==> src/rtl/memory_access_stage.sv <==
// memory_access_stage: MEM pipeline stage issuing one- or two-word data-memory accesses with timeout and writeback
module memory_access_stage #(
  parameter int MEM_TIMEOUT = 15,
  parameter int ADDR_W = 32
) (
  input  logic              clk,
  input  logic              reset,
  input  logic              in_valid,
  input  logic [31:0]       Data,
  input  logic [31:0]       Address,
  input  logic [2:0]        WB_Address,
  input  logic              MR,
  input  logic              MW,
  input  logic              WB,
  input  logic              JWSP,
  input  logic              Stack_PC,
  input  logic              Stack_Flags,
  input  logic [2:0]        Final_Flags,
  output logic              mem_req,
  output logic              mem_we,
  output logic [ADDR_W-1:0] mem_addr,
  output logic [15:0]       mem_wdata,
  input  logic [15:0]       mem_rdata,
  input  logic              mem_ack,
  output logic              Stall,
  output logic              WB_Out,
  output logic [2:0]        WB_Address_Out,
  output logic [15:0]       WB_Data,
  output logic [31:0]       PC_Out,
  output logic              PC_Valid,
  output logic [2:0]        Flags_Restore,
  output logic              Flags_Restore_Valid,
  output logic              Mem_Error
);
  localparam int CW = $clog2(MEM_TIMEOUT + 1);
  typedef enum logic [1:0] {IDLE, ACC_HI, ACC_LO, DONE} state_t;
  state_t state, nxt;
  logic [CW-1:0] cnt;
  logic [31:0] l_data;
  logic [ADDR_W-1:0] l_addr;
  logic [2:0] l_wa, l_ff;
  logic l_mr, l_mw, l_wb, l_spc, l_sfl;
  logic [15:0] pc_hi;
  logic memop, acc, tmo;
  logic unused_ok;
  assign unused_ok = JWSP;
  always_comb begin
    memop = in_valid & (MR ^ MW);
    acc = (state == ACC_HI) || (state == ACC_LO);
    tmo = acc && !mem_ack && (cnt == CW'(MEM_TIMEOUT - 1));
    mem_req = acc;
    mem_we = acc & l_mw;
    mem_addr = (state == ACC_LO && l_spc) ? l_addr - 1'b1 : l_addr;
    mem_wdata = (state == ACC_HI) ? l_data[31:16] : (l_sfl && !l_spc) ? {13'b0, l_ff} : l_data[15:0];
    Stall = ((state == IDLE && memop) || state == ACC_HI || (state == ACC_LO && !mem_ack)) && !tmo;
    nxt = tmo ? IDLE
        : (state == IDLE)   ? (memop ? (Stack_PC ? ACC_HI : ACC_LO) : IDLE)
        : (state == ACC_HI) ? (mem_ack ? ACC_LO : ACC_HI)
        : (state == ACC_LO) ? (mem_ack ? DONE : ACC_LO)
        : IDLE;
  end
  always_ff @(posedge clk) begin
    if (state == IDLE && memop) begin
      l_data <= Data;
      l_addr <= Address[ADDR_W-1:0];
      l_wa <= WB_Address;
      l_ff <= Final_Flags;
      l_mr <= MR;
      l_mw <= MW;
      l_wb <= WB;
      l_spc <= Stack_PC;
      l_sfl <= Stack_Flags;
    end
    if (state == ACC_HI && mem_ack) pc_hi <= mem_rdata;
  end
  always_ff @(posedge clk) begin
    if (reset) begin
      state <= IDLE;
      cnt <= '0;
      Mem_Error <= 1'b0;
      WB_Out <= 1'b0;
      WB_Address_Out <= '0;
      WB_Data <= '0;
      PC_Out <= '0;
      PC_Valid <= 1'b0;
      Flags_Restore <= '0;
      Flags_Restore_Valid <= 1'b0;
    end else begin
      state <= nxt;
      cnt <= (acc && nxt == state) ? cnt + 1'b1 : '0;
      WB_Out <= 1'b0;
      PC_Valid <= 1'b0;
      Flags_Restore_Valid <= 1'b0;
      if (tmo) Mem_Error <= 1'b1;
      if (state == IDLE && in_valid && !memop) begin
        WB_Out <= WB;
        WB_Address_Out <= WB_Address;
        WB_Data <= Data[15:0];
      end
      if (state == ACC_LO && mem_ack) begin
        WB_Out <= l_mr & l_wb;
        WB_Address_Out <= l_wa;
        WB_Data <= mem_rdata;
        PC_Out <= {pc_hi, mem_rdata};
        PC_Valid <= l_mr & l_spc;
        Flags_Restore <= mem_rdata[2:0];
        Flags_Restore_Valid <= l_mr & l_sfl;
      end
    end
  end
endmodule
==> config.mk <==
export PLATFORM = sky130hd
export DESIGN_NAME = memory_access_stage
export DESIGN_NICKNAME = d
export VERILOG_FILES = /design/src/rtl/memory_access_stage.sv
export SDC_FILE = /design/constraint.sdc
export NUM_CORES = 1
export LEC_CHECK = 0
export CORE_ASPECT_RATIO = 0.75
export CORE_MARGIN = 4
export CORE_UTILIZATION = 41
export DETAILED_ROUTE_END_ITERATION = 8
export PLACE_DENSITY = 0.76
export SLEW_MARGIN = 30
export SYNTH_ARGS = -nofsm -noshare
export SYNTH_HDL_FRONTEND = slang
export SYNTH_SLANG_ARGS = --single-unit
==> constraint.sdc <==
create_clock -name clk -period 8 [get_ports clk]
set_input_delay 2.4 -clock clk [delete_from_list [all_inputs] [get_ports clk]]
set_output_delay 2.4 -clock clk [all_outputs]
set_load 0.02 [all_outputs]
Yosys cells after proc, flatten, opt, wreduce, memory -nomap -nowiden:

Index checks and enable logic that the tools add are counted.

* register bits after elaboration: 155
* bits of input ports: 96
* logic and storage cells: 74

* add/subtract/negate cells: 2
* eq/ne operators: 4
* mux-type cells: 17
* bitwise gates (word level): 8
* reductions and logical operators: 23

Operators with widths (number)
* $mux W16: 4
* $mux W32: 1
* $sub A32 B1 Y32 const B: 1
* $mux W2: 7
* $logic_and A1 B1 Y1: 12
* $mux W3: 2
* $and A1 B1 Y1: 5
* $add A4 B1 Y4 const B: 1
* $eq A4 B4 Y1 const B: 1
* $logic_not A1 Y1: 4
* $reduce_or A2 Y1: 2
* $logic_or A1 B1 Y1: 3
* $mux W1: 3
* $eq A2 B1 Y1 const B: 1
* $eq A2 B2 Y1: 1
* $eq A2 B2 Y1 const B: 1
* $logic_not A2 Y1: 1
* $not A1 Y1: 2
* $reduce_bool A2 Y1: 1
* $xor A1 B1 Y1: 1

Logic depth before layout (Yosys ltp):

Gate-level depths: netlist of the first run.

* depth in word-level cells: 9
* depth in mapped cells: 8

Least setup slack after synthesis of the first run:

Ideal clock, no wire load.

* path kind: in2out
* start point: in MR
* end point: out Stall
* arrival: 6.264 ns
* data required time: 5.600 ns
* path slack: -0.664 ns
* stages: 4
* buffers on the path: 0
* cell sequence: xnor2_1 -> nor2_1 -> nor3_1 -> nor2_1

* longest elaborated chain between the ends: 6

Ends and longest elaborated chain
* start: declaration: RTL line 12 `input logic MR,`
* $xor A1 B1 Y1: RTL line 48 `memop = in_valid & (MR ^ MW);`
* $and A1 B1 Y1: RTL line 48
* $logic_and A1 B1 Y1: RTL line 55 `Stall = ((state == IDLE && memop) || state == ACC_HI || (state == ACC_LO && !mem_ack)) && !tmo;`
* $logic_or A1 B1 Y1 (2 in a row): RTL line 55
* $logic_and A1 B1 Y1: RTL line 55
* end: declaration: RTL line 25 `output logic Stall,`

No other way between the ends.

Worst setup path after layout of the first run:

Ends and elaborated chain as after synthesis.

==> results of run 1 <==
## layer usage
metal | vias to the layer above | wire [microns] | global-route usage [%]
li1 | 2162 | - | -
met3 | 17 | 1060 | 5.72
met4 | 0 | 234 | 6.34
met5 | - | 0 | 0
met1 | 2200 | 7060 | 25.0
met2 | 156 | 8110 | 32.4
## cell type report
cell class | count | area share, %
Sequential cell | 152 | 44.4
Timing Repair Buffer | 207 | 23.2
Multi-Input combinational cell | 313 | 22.8
Clock buffer | 18 | 5.06
Tap cell | 200 | 2.81
Clock inverter | 14 | 1.49
Inverter | 5 | 0.211
## cells in the final DEF (no fill, tap or decap), types with 7 or more instances in the layout
| master | synthesis | final |
|---|---|---|
| dfxtp_1 | 61 | 61 |
| xor2_1 | 9 | 9 |
| nand2_1 | 99 | 98 |
| mux2_2 | 16 | 16 |
| mux2i_1 | 7 | 7 |
| edfxtp_1 | 91 | 91 |
| a21oi_1 | 50 | 50 |
| a22o_1 | 13 | 13 |
| nor2_1 | 17 | 15 |
| clkbuf_16 | 0 | 18 |
| clkdlybuf4s50_1 | 0 | 202 |
| xnor2_1 | 25 | 25 |
| nand3b_1 | 8 | 8 |
## power by group through the flow
| stage | logic [uW] | clock network (uW) | registers, uW |
|---|---|---|---|
| final | 232 | 787 | 890 |
| after global routing | 247 | 833 | 893 |
| after CTS | 234 | 802 | 890 |
| after detailed placement | 233 | 0 | 907 |
| after global placement | 227 | 0 | 905 |
| after floorplan | 95.0 | 0 | 915 |
## critical path, stage by stage
cell,delay (ps)
clkdlybuf4s50_1,460
xnor2_1,400
nor2_4,80
nor3_1,250
nor2_1,70
clkdlybuf4s50_1,580
## how the worst max path moves through the flow
stage / start / end / slack (ps)
after floorplan: MR / Stall / 590
after global placement: MR / Stall / 1400
after detailed placement: MR / Stall / 1390
after CTS: MR / Stall / 1370
after global routing: MR / Stall / 1230
final: MR / Stall / 1370
## metrics by stage
stage	cells	hold slack [ps]	cell area, sq um	power, uW
after floorplan	495	452	6100	1010
after global placement	877	442	8300	1130
after detailed placement	877	450	8310	1140
after CTS	909	460	8890	1930
after global routing	909	480	8900	1970
final	909	457	8900	1910
## Yosys cell counts (2+ instances only)
cell,n
nand2_1,99
edfxtp_1,91
dfxtp_1,61
a21oi_1,50
xnor2_1,25
clkbuf_1,18
nor2_1,17
mux2_2,16
a22o_1,13
xor2_1,9
nand3b_1,8
mux2i_1,7
ha_1,6
nand3_1,6
nor3_1,6
buf_4,5
inv_1,5
nor2b_1,5
nor4_2,5
o21ai_0,5
a211oi_1,3
and2_1,3
nand2b_1,3
nor3_4,3
and4b_1,2
buf_2,2
nor3_2,2
nor3b_1,2
nor4_1,2
nor4b_1,2
## state kept, by name, indices dropped and copies added (netlist names), 2 cells and up
name            cells
l_addr             32
l_ff                3
cnt                 4
l_data             32
state               2
WB_Data            16
pc_hi              16
WB_Address_Out      3
PC_Out             32
l_wa                3
## kinds of logic (layout without fill, tap and decap cells)
kind of cell | count (synthesis) | in the layout | share of synthesized area, %
AOI/OAI and AO/OA | 74 | 74 | 7.14
xor gates and xnor gates | 34 | 34 | 4.88
adders and majority gates | 6 | 6 | 1.23
buffers and inverters | 30 | 244 | 2.20
DFF | 152 | 152 | 64.8
muxes | 23 | 23 | 4.10
and+or+nand+nor | 176 | 176 | 15.6
==> impl_results.md, run 1 <==
* Worst Hold Class: flop to flop
* Number of enable flip-flop cells after synthesis at 91
* Largest net degree at the start of global routing at 76
* Post-synth top area share at 44.8%
* Final setup fails at 0
* Slew headroom at 43.1%
* Die Y at 114 microns
* WP data required at 5600 ps
* Power Density at 215 nW/um^2
* Vias in the first global route at 4,766
* Final worst path period need at 6630 ps
* Initial antenna violation count at 0
* Synth warnings at 0
* Reg area at 3950 sq um
* Hold path endpoint: PC_Out[5]
* Skew final at 10.4 ps
* Worst-margin pin slew at 853 ps
* Worst R2R Start: state[1]
* Cts hold-fix bufs at 0
* R2R Setup Slk at 5900 ps
* Largest area contributor in the netlist: edfxtp_1
* Worst vdd ir at 0.130 mV
* Clock network fraction of total power at 41.2%
* Worst r2r path cells at 8
* Synth unique cells at 44
* Final Util at 61.3%
* Seq/Total Area, Yosys at 64.8%
* Switching Fraction at 24.4%
* Final wirelength at 16.5 mm
* Gpl congestion at 0.835
* Setup crit end kind: output port
* Reg2reg end: cnt[0]
* Synthesized cell area at 6100 sq um
* H-tree depth at 4
* Die area at 16,900 sq um
* Worst Setup Path Type: input port to output port
* Num CTS Buffers at 17
* Synthesized net count at 597
* ANT nets after route at 0
* Post-CTS Resized at 0
* Hold Crit Depth at 2
* Final hold viol count at 0
* Port Buffers at 203
* Post-synthesis async set-or-reset flop share at 0%
* Via count at 4,535
* Fillcell total at 1,163
* Io pins at 205
* Max-Cap Viols at 0
* Logic pwr share at 12.1%
* Grt ovf at 0
* Post-route setup TNS at 0 ps
* Synth Register Bits at 152
* CTS tree: yes
* Post-CTS setup buffer count at 0
* Area of the multi-input gates at 2030 sq um
* Post-Synthesis Cells at 495
* Final Cycle Share at 82.9%
* Clk_lat worst skew at 420 ps
* Max FO, Critical Path at 4
* Fraction of final layout cells sized beyond drive strength 1 at 10.2%
* Drt first pass iters at 5
* Width of the die at 149 microns
* Setup ws final at 1370 ps
* First-pass GRT wire length at 25.6 mm
* Drt drc at 0
* Worst path arrival time at 4230 ps
* Hold path startpoint: PC_Out[5]
* Drt wl/cell at 18.1 microns
* Synth top area cells: edfxtp_1, dfxtp_1, nand2_1
* CTS Root Cell: clkbuf_16
* Clock Sink Count at 152
* CORE AREA at 14,500 sq um
* Unrepaired setup endpoints after global routing: no
* Sw power at 466 uW
* Place WS at 1390 ps
* Detailed Route Iter0 Violations at 301
* Nets at 798
* P_leak at 0.00310 uW
* Initial Util at 42.0%
* Flop pwr share at 46.6%
* Fin. max-slew vios at 0
* Internal power consumption at 1440 uW
* Reg clk slew, reported paths at 60 ps
* Syn avg cell area at 12.3 sq um
* Status: complete, no violations
* Area grow syn2layout at 45.9%
* F_max at 0.151 GHz
* CP Launch Type: input port
* Post-DR vias/cell at 4.99
* Ys flop type: edfxtp_1
* HPWL Detailed at 12.0 mm
* Clock Tree Buf Depth at 2
* # rows at 38
* Ant diodes at 0
* GRT Overall Usage at 19.6%
Power figures use the tool's default switching activity.
==> inputs of run 2 (changes only) <==
Settings changed: CORE_UTILIZATION 41 to 46, PLACE_DENSITY 0.76 to 0.81.
Clock period 8 ns to 6.2 ns, I/O delays scaled along.
==> impl_results.md, run 2 (synthesis results as in run 1) <==
* Final worst path period need at 5500 ps
* Most frequent cells in the layout: clkdlybuf4s50_1, nand2_1, edfxtp_1
* Most common cell after layout, fill and taps aside: clkdlybuf4s50_1
* Internal power consumption at 1860 uW
* Final hold viol count at 0
* Post-route cell area at 8830 sq um
* CP Capture Point: Stall
* Area grow syn2layout at 44.9%
* Nets at 797
* Switching Fraction at 23.4%
* Post-CTS setup buffer count at 0
* CORE AREA at 13,000 sq um
* Worst-margin pin slew at 881 ps
* CTS Root Cell: clkbuf_16
* GRT Overall Usage at 21.9%
* Vias in the first global route at 4,693
* Worst r2r path cells at 4
* ANT nets after route at 0
* Reg area at 3950 sq um
* CTS tree: yes
* H-tree depth at 4
* Regs by FF count: PC_Out x32, l_addr x32, l_data x32
* Gpl congestion at 0.906
* Area of the multi-input gates at 2030 sq um
* Num CTS Buffers at 17
* Clk_lat worst skew at 420 ps
* Unrepaired setup endpoints after global routing: no
* Worst Hold Class: flop to flop
* Flop pwr share at 47.3%
* DP Area at 8260 sq um
* Fin. max-slew vios at 0
* WP data required at 4340 ps
* P_leak at 0.00309 uW
* Skew final at 9.38 ps
* Fillcell total at 937
* Via count at 4,536
* Die area at 15,200 sq um
* R2R Setup Slk at 4140 ps
* Clock Tree Buf Depth at 2
* Reg clk slew, reported paths at 60 ps
* Final Cycle Share at 88.7%
* HPWL Detailed at 11.8 mm
* CP Launch Type: input port
* Final wirelength at 16.4 mm
* Drt drc at 0
* Initial antenna violation count at 0
* Clock network fraction of total power at 40.4%
* F_max at 0.182 GHz
* Port Buffers at 203
* Grt ovf at 0
* Drt first pass iters at 5
* Detailed Route Iter0 Violations at 293
* First-pass GRT wire length at 25.2 mm
* Max-Cap Viols at 0
* Logic pwr share at 12.3%
* Clock Sink Count at 152
* Width of the die at 141 microns
* Worst vdd ir at 0.231 mV
* Slew headroom at 41.3%
* Max FO, Critical Path at 4
* Reg2reg end: pc_hi[9]
* Die Y at 108 microns
* Sw power at 568 uW
* Largest net degree at the start of global routing at 76
* Power Density at 275 nW/um^2
* Status: complete, no violations
* Worst Setup Path Type: input port to output port
* Ant diodes at 0
* Post-route setup TNS at 0 ps
* Final setup fails at 0
* Crit path launch: MR
* Cts hold-fix bufs at 0
* Worst R2R Start: state[1]
* Post-CTS Resized at 0
* Initial Util at 47.0%
* Io pins at 205
* Fraction of final layout cells sized beyond drive strength 1 at 9.89%
* Worst path arrival time at 3640 ps
* Post-DR vias/cell at 5.16
* Setup crit end kind: output port
* # rows at 36
* Drt wl/cell at 18.7 microns
-- run 2: changes by cell type in the layout (fill, tap and decap cells not counted) --
cell | before | now
clkbuf_16 | 18 | 17
clkbuf_8 | 0 | 3
clkinvlp_4 | 2 | 0
and3_2 | 0 | 1
buf_4 | 4 | 3
inv_8 | 1 | 0
clkbuf_1 | 0 | 2
and3_1 | 1 | 0
inv_6 | 4 | 1
clkinv_2 | 1 | 3
-- run 2: per-layer routing --
metal	routed length, microns	track usage, %
met1	6810	26.6
met2	8180	37.3
met3	1090	5.95
met4	319	8.51
met5	0	0
-- run 2: worst min path at each step --
stage | start | endpoint | slack, ps | cells after the start
finish | PC_Out[26] | PC_Out[26] | 450 | 2
global route | PC_Out[6] | PC_Out[6] | 480 | 2
CTS | PC_Out[10] | PC_Out[10] | 450 | 2
detailed placement | PC_Out[10] | PC_Out[10] | 450 | 2
global placement | PC_Out[11] | PC_Out[11] | 440 | 2
floorplan | cnt[0] | cnt[0] | 450 | 1
-- run 2: through the flow --
stage                     instances  worst slack (ps)  hold slack (ps)  util [%]  power [uW]
after global placement          847               683              442      63.6        1460
after global routing            879               606              476      68.1        2510
after CTS                       879               706              454      68.0        2450
final                           879               700              453      68.1        2430
after detailed placement        847               718              446      63.7        1470
after floorplan                 495               686              452         -        1300
-- run 2: final cells by class --
| type | count | area share, % |
|---|---|---|
| multi-input cells | 313 | 23.0 |
| inverters | 5 | 0.212 |
| clock buffers | 22 | 5.37 |
| clock inverters | 10 | 1.02 |
| flip-flops and latches | 152 | 44.8 |
| repair buffers | 206 | 23.3 |
| well taps | 171 | 2.42 |
-- run 2: critical path, stage by stage --
cell             delay, ps
clkdlybuf4s50_1        460
xnor2_1                400
nor2_4                  90
nor3_1                 210
nor2_1                  60
clkdlybuf4s50_1        570
-- run 2: power groups by stage --
stage,sequential [uW],clock [uW],combinational [uW]
5_1_grt,1150,1040,316
4_1_cts,1150,997,299
6_report,1150,982,298
2_1_floorplan,1180,0,123
3_3_place_gp,1170,0,290
3_5_place_dp,1170,0,297
